### src/rtl/cgra_col_dispatch_if.sv
// rtl/cgra_col_dispatch_if.sv - request, kernel-memory and column signals of the CGRA column dispatcher
// master: synchronizer/memory/column side, slave: the dispatcher itself
interface cgra_col_dispatch_if #(
  parameter int N_COL      = 4,
  parameter int KER_ID_W   = 4,
  parameter int KMEM_WIDTH = 32,
  parameter int PC_W       = 5
);
  logic [N_COL-1:0]      acc_req;
  logic [KER_ID_W-1:0]   ker_id;
  logic                  acc_ack;
  logic                  kmem_req;
  logic [KER_ID_W-1:0]   kmem_addr;
  logic [KMEM_WIDTH-1:0] kmem_rdata;
  logic [N_COL-1:0]      col_start;
  logic [N_COL*PC_W-1:0] col_pc;
  logic [N_COL-1:0]      col_done;
  logic [N_COL-1:0]      col_stall;
  logic [N_COL-1:0]      acc_end;
  logic                  busy;
  logic                  err;

  modport master (
    output acc_req, ker_id, kmem_rdata, col_done,
    input  acc_ack, kmem_req, kmem_addr, col_start, col_pc, col_stall, acc_end, busy, err
  );

  modport slave (
    input  acc_req, ker_id, kmem_rdata, col_done,
    output acc_ack, kmem_req, kmem_addr, col_start, col_pc, col_stall, acc_end, busy, err
  );
endinterface

### src/rtl/cgra_col_dispatch.sv
// rtl/cgra_col_dispatch.sv - fetches a kernel start PC, launches the requested columns
// and reports group completion once every column of a kernel has finished
module cgra_col_dispatch #(
  parameter int N_COL      = 4,
  parameter int KER_ID_W   = 4,
  parameter int KMEM_WIDTH = 32,
  parameter int PC_W       = 5
) (
  input logic               clk_i,
  input logic               rst_ni,
  cgra_col_dispatch_if.slave bus
);

  typedef enum logic [1:0] {IDLE, FETCH, LAUNCH} state_e;

  state_e              state;
  logic [N_COL-1:0]    mask_reg;
  logic [KER_ID_W-1:0] id_reg;
  logic                abort_q;
  logic                kmem_req_q;
  logic                err_q;
  logic [N_COL-1:0]    busy_q;
  logic [N_COL-1:0]    done_q;
  logic [N_COL-1:0]    end_q;
  logic [N_COL-1:0]    group_q [N_COL];
  logic [PC_W-1:0]     pc_q    [N_COL];

  logic                launch;
  logic [N_COL-1:0]    start;
  logic [N_COL-1:0]    done_now;
  logic [N_COL-1:0]    complete;
  logic [PC_W-1:0]     start_pc;
  logic                unused_rdata;

  assign launch       = (state == LAUNCH) && !abort_q;
  assign start        = launch ? (mask_reg & ~busy_q) : '0;
  assign start_pc     = bus.kmem_rdata[PC_W-1:0];
  assign unused_rdata = ^bus.kmem_rdata[KMEM_WIDTH-1:PC_W];

  // A done pulse on an idle column is dropped here, so it can never satisfy a group
  assign done_now = done_q | (bus.col_done & busy_q);

  always_comb begin
    complete = '0;
    for (int j = 0; j < N_COL; j++) begin
      complete[j] = busy_q[j] && ((group_q[j] & ~done_now) == '0);
    end
  end

  always_ff @(posedge clk_i or negedge rst_ni) begin
    if (!rst_ni) begin
      state      <= IDLE;
      mask_reg   <= '0;
      id_reg     <= '0;
      abort_q    <= 1'b0;
      kmem_req_q <= 1'b0;
      err_q      <= 1'b0;
      busy_q     <= '0;
      done_q     <= '0;
      end_q      <= '0;
      for (int j = 0; j < N_COL; j++) begin
        group_q[j] <= '0;
        pc_q[j]    <= '0;
      end
    end else begin
      kmem_req_q <= 1'b0;
      end_q      <= complete;
      case (state)
        IDLE: begin
          if (|bus.acc_req) begin
            mask_reg   <= bus.acc_req;
            id_reg     <= bus.ker_id;
            abort_q    <= 1'b0;
            kmem_req_q <= 1'b1;
            state      <= FETCH;
          end
        end
        FETCH: begin
          abort_q <= ~|bus.acc_req;
          state   <= LAUNCH;
        end
        LAUNCH: begin
          if (launch && |(mask_reg & busy_q)) err_q <= 1'b1;
          state <= IDLE;
        end
        default: state <= IDLE;
      endcase
      // Started columns are never busy, so they cannot collide with a completing group
      for (int j = 0; j < N_COL; j++) begin
        if (complete[j]) begin
          busy_q[j]  <= 1'b0;
          done_q[j]  <= 1'b0;
          group_q[j] <= '0;
        end else if (start[j]) begin
          busy_q[j]  <= 1'b1;
          done_q[j]  <= 1'b0;
          group_q[j] <= mask_reg;
          pc_q[j]    <= start_pc;
        end else begin
          done_q[j]  <= done_now[j];
        end
      end
    end
  end

  assign bus.acc_ack   = launch;
  assign bus.kmem_req  = kmem_req_q;
  assign bus.kmem_addr = id_reg;
  assign bus.col_start = start;
  assign bus.col_stall = busy_q & done_q;
  assign bus.acc_end   = end_q;
  assign bus.busy      = (state != IDLE) || (|busy_q);
  assign bus.err       = err_q;

  for (genvar j = 0; j < N_COL; j++) begin : g_pc
    assign bus.col_pc[j*PC_W +: PC_W] = start[j] ? start_pc : pc_q[j];
  end

endmodule

### src/flat_wrapper.sv
// flat-port wrapper written by rule: the top's interface ports become plain ports
module cgra_col_dispatch_flat 
#(
  parameter int N_COL      = 4,
  parameter int KER_ID_W   = 4,
  parameter int KMEM_WIDTH = 32,
  parameter int PC_W       = 5
)
  (clk_i, rst_ni, bus_acc_req, bus_ker_id, bus_kmem_rdata, bus_col_done, bus_acc_ack, bus_kmem_req, bus_kmem_addr, bus_col_start, bus_col_pc, bus_col_stall, bus_acc_end, bus_busy, bus_err);
  cgra_col_dispatch_if #(.N_COL(N_COL), .KER_ID_W(KER_ID_W), .KMEM_WIDTH(KMEM_WIDTH), .PC_W(PC_W)) bus_i ();
  input logic clk_i;
  input logic rst_ni;
  input wire logic [$bits(bus_i.acc_req)-1:0] bus_acc_req;
  input wire logic [$bits(bus_i.ker_id)-1:0] bus_ker_id;
  input wire logic [$bits(bus_i.kmem_rdata)-1:0] bus_kmem_rdata;
  input wire logic [$bits(bus_i.col_done)-1:0] bus_col_done;
  output wire logic [$bits(bus_i.acc_ack)-1:0] bus_acc_ack;
  output wire logic [$bits(bus_i.kmem_req)-1:0] bus_kmem_req;
  output wire logic [$bits(bus_i.kmem_addr)-1:0] bus_kmem_addr;
  output wire logic [$bits(bus_i.col_start)-1:0] bus_col_start;
  output wire logic [$bits(bus_i.col_pc)-1:0] bus_col_pc;
  output wire logic [$bits(bus_i.col_stall)-1:0] bus_col_stall;
  output wire logic [$bits(bus_i.acc_end)-1:0] bus_acc_end;
  output wire logic [$bits(bus_i.busy)-1:0] bus_busy;
  output wire logic [$bits(bus_i.err)-1:0] bus_err;
  assign bus_i.acc_req = bus_acc_req;
  assign bus_i.ker_id = bus_ker_id;
  assign bus_i.kmem_rdata = bus_kmem_rdata;
  assign bus_i.col_done = bus_col_done;
  assign bus_acc_ack = bus_i.acc_ack;
  assign bus_kmem_req = bus_i.kmem_req;
  assign bus_kmem_addr = bus_i.kmem_addr;
  assign bus_col_start = bus_i.col_start;
  assign bus_col_pc = bus_i.col_pc;
  assign bus_col_stall = bus_i.col_stall;
  assign bus_acc_end = bus_i.acc_end;
  assign bus_busy = bus_i.busy;
  assign bus_err = bus_i.err;
  cgra_col_dispatch #(.N_COL(N_COL), .KER_ID_W(KER_ID_W), .KMEM_WIDTH(KMEM_WIDTH), .PC_W(PC_W)) u_core (.clk_i(clk_i), .rst_ni(rst_ni), .bus(bus_i));
endmodule
### config.mk
export PLATFORM = sky130hd
export DESIGN_NAME = cgra_col_dispatch_flat
export DESIGN_NICKNAME = d
export VERILOG_FILES = /design/src/rtl/cgra_col_dispatch_if.sv /design/src/rtl/cgra_col_dispatch.sv /design/src/flat_wrapper.sv
export SDC_FILE = /design/constraint.sdc
export NUM_CORES = 1
export LEC_CHECK = 0
export ABC_AREA = 0
export BUFFER_PORTS_ARGS = -buffer_cell sky130_fd_sc_hd__buf_4
export CORE_MARGIN = 4
export CORE_UTILIZATION = 40
export CTS_CLUSTER_DIAMETER = 200
export CTS_CLUSTER_SIZE = 12
export DETAILED_ROUTE_END_ITERATION = 6
export GPL_ROUTABILITY_DRIVEN = 1
export PLACE_DENSITY = 0.61
export SLEW_MARGIN = 20
export SYNTH_ARGS = -nofsm -noshare
export SYNTH_HDL_FRONTEND = slang
export SYNTH_SLANG_ARGS = --single-unit
### constraint.sdc
create_clock -name clk_i -period 5.9 [get_ports clk_i]
set_input_delay 1.18 -clock clk_i [delete_from_list [all_inputs] [get_ports clk_i]]
set_output_delay 1.18 -clock clk_i [all_outputs]
set_load 0.02 [all_outputs]
==> results.toml <==
[clock_tree]
clkTransAtPathRegs_ns = 0.07
cts_buffers = 9
post-cts-setup-buffers = 0
cts_resized = 0
clock_path_buffers = 2
cts_sinks = 61
clockRootBuffer = "clkbuf_8"
cts_tree = "yes"
clk_latency_ns = 0.34
h-tree-depth = 3
hold_buffers = 0

[floorplanning]
dieArea_um2 = 8190
rows = 29
die_h_um = 90.5
die_w_um = 90.5
io_pins = 86
coreArea_um2 = 6490
start_util_pct = 41.9

[critical_path]
start_kind = "flip-flop"
worstSetupEndpointType = "output pin"
worstPathCellList = "or3b_1, nor3b_4, mux2_2, buf_4"
critPathMaxFanout = 17
path_class = "reg2out"
crit_required_ns = 4.72
critPathBufInv = 1
crit_family = "simple AND/OR/NAND/NOR gates"
slowest_stage = "nor3b_4"
crit_arrival_ns = 2.77
slowest_delay_ns = 0.80

[synthesis]
ys_ff_latch = 61
synthDistinctLibCells = 29
synth.area.top_cells = "dfrtp_1 56%, mux2_2 20%, mux2i_1 3.3%"
avgSynthCellArea_um2 = 13.4
synth_edf_count = 0
ys.flop_type = "dfrtp_1"
yosysSeqAreaShare_pct = 56.1
synth_top_area_share_pct = 56.1
synth_top_area_cell = "dfrtp_1"
yosysWarnings = 0
synthCells = 203
syn-num-nets = 249
async_reset_ff_share_pct = 100
synthesis.area_um2 = 2720

[layout]
largest_reg_flops = 20
top_register = "u_core.pc_q"
fin_nets = 310
final_cell_mix = "61 x dfrtp_1, 59 x buf_4, 48 x mux2_2"
antenna_cells = 0
reg.largest.list = "u_core.pc_q: 20 flops, u_core.group_q: 16 flops"
areaGrowthSynthToFinish_pct = 25.5
final_common_cell = "dfrtp_1"
drive_above_1_share_pct = 47.2

[power]
p_leak_nw = 1.60
p_per_area_nw_per_um2 = 610
internal_power_mw = 1.34
p_comb_share_pct = 44.4
p_seq_share_pct = 35.7
peakVddDrop_v = 0.000242
power_switching_uw = 742
pwr-share-clk_pct = 19.9
swShare_pct = 35.7
finalPower_mw = 2.08

[sta]
slew_headroom_pct = 41.9
hold_viol_final = 0
rsz0062_at_grt = "no"
worst_clock_skew_ns = 0.00641
tightest_slew_ns = 0.870
tns_ns = 0
period_needed_ns = 3.95
finalCritPeriodShare_pct = 66.9
setup_viol = 0
fmax_mhz = 253
slew_violations = 0

[grt]
track_usage_pct = 14.6
grt_pass1_wl_mm = 9.32
antenna_found_initial = 0
grt_pass1_vias = 1800
grt_start_max_net_pins = 62
grt-ovfl-total = 0

[drt]
num_vias = 1788
via_per_inst = 5.17
drt_wl_total_mm = 5.56
drc = 0
wire_per_inst_um = 16.1
ant_nets = 0
drtPass1Iterations = 4
drt_iter0_drc = 79

[flow_run]
max-cap-violations = 0

[placement]
dp_hpwl_mm = 3.73
gp_congestion = 0.748
port_buffers = 58

[outcome]
status = "completed"

[min_path]
hold_path.class = "reg2reg"
==> cell type report <==
| cell class | instances | area, µm² |
|---|---|---|
| Fill cell | 596 | 3080 |
| Tap cell | 77 | 96.3 |
| Clock buffer | 12 | 155 |
| Sequential cell | 61 | 1530 |
| Multi-Input combinational cell | 131 | 1120 |
| Inverter | 2 | 7.51 |
| Timing Repair Buffer | 59 | 443 |
| Clock inverter | 4 | 70.1 |
==> stage by stage <==
step           setup slack [ns]  std cells  util (%)  area [µm²]  hold slack (ns)
2_1_floorplan              2.82        203         -        2720            0.455
3_3_place_gp               2.30        330      49.1        3190            0.474
3_5_place_dp               2.29        330      49.1        3190            0.477
4_1_cts                    1.92        346      52.6        3410            0.503
5_1_grt                    1.82        346      52.6        3410            0.514
6_report                   1.95        346      52.6        3410            0.500
==> worst reg2reg max path: cells and delay by family (launching register included) <==
| kind | cells | cell delay (ns) |
|---|---|---|
| DFF | 1 | 0.43 |
| muxes | 1 | 0.38 |
| and+or+nand+nor | 3 | 1.51 |
==> logic make-up (layout without fill, tap and decap cells) <==
| group | after synthesis | after routing | share of synthesized area (%) |
|---|---|---|---|
| DFF | 61 | 61 | 56.1 |
| and+or+nand+nor | 52 | 52 | 11.6 |
| AOI/OAI and AO/OA | 19 | 19 | 5.01 |
| muxes | 60 | 60 | 24.4 |
| buffers and inverters | 11 | 77 | 2.90 |
==> power groups by stage <==
stage / logic [mW] / registers [mW] / clock network [mW]
floorplan: 0.627 / 0.743 / 0
global placement: 0.925 / 0.740 / 0
detailed placement: 0.939 / 0.748 / 0
CTS: 0.940 / 0.742 / 0.432
global route: 1.01 / 0.769 / 0.448
finish: 0.924 / 0.743 / 0.414
==> metal layers <==
layer	up-vias	routed length (µm)	share of wire [%]	track usage (%)
met5	-	0	0	0
met4	0	107	1.9	6.12
met3	10	391	7.0	6.00
met2	51	2490	45	21.1
met1	886	2570	46	19.1
li1	841	-	-	-
==> path summary, 6_finish.rpt <==
kind	from	to	slack (ns)	cells past startpoint
hold reg to reg	u_core.group_q[12]$_DFFE_PN0P_	u_core.group_q[12]$_DFFE_PN0P_	0.50	2
min in group asynchronous	rst_ni	u_core.bus.acc_end[0]$_DFF_PN0_	0.91	1
setup reg to reg	u_core.state[0]$_DFFE_PN0P_	u_core.group_q[2]$_DFFE_PN0P_	3.47	4
max in group asynchronous	rst_ni	u_core.group_q[10]$_DFFE_PN0P_	4.46	1
setup / recovery	u_core.state[0]$_DFFE_PN0P_	bus_col_pc[3]	1.95	4
hold / removal	u_core.group_q[12]$_DFFE_PN0P_	u_core.group_q[12]$_DFFE_PN0P_	0.50	2
==> Yosys cell counts, drive strengths merged, types with 2 or more instances <==
cell,count
a21o,4
a21oi,4
a22oi,6
and2,7
and3,2
buf,5
clkbuf,4
dfrtp,61
inv,2
mux2,51
mux2i,9
nand2,7
nand3,2
nor2,18
nor3,5
nor3b,5
nor4,2
Note: power is estimated with default switching activity, not from simulation.
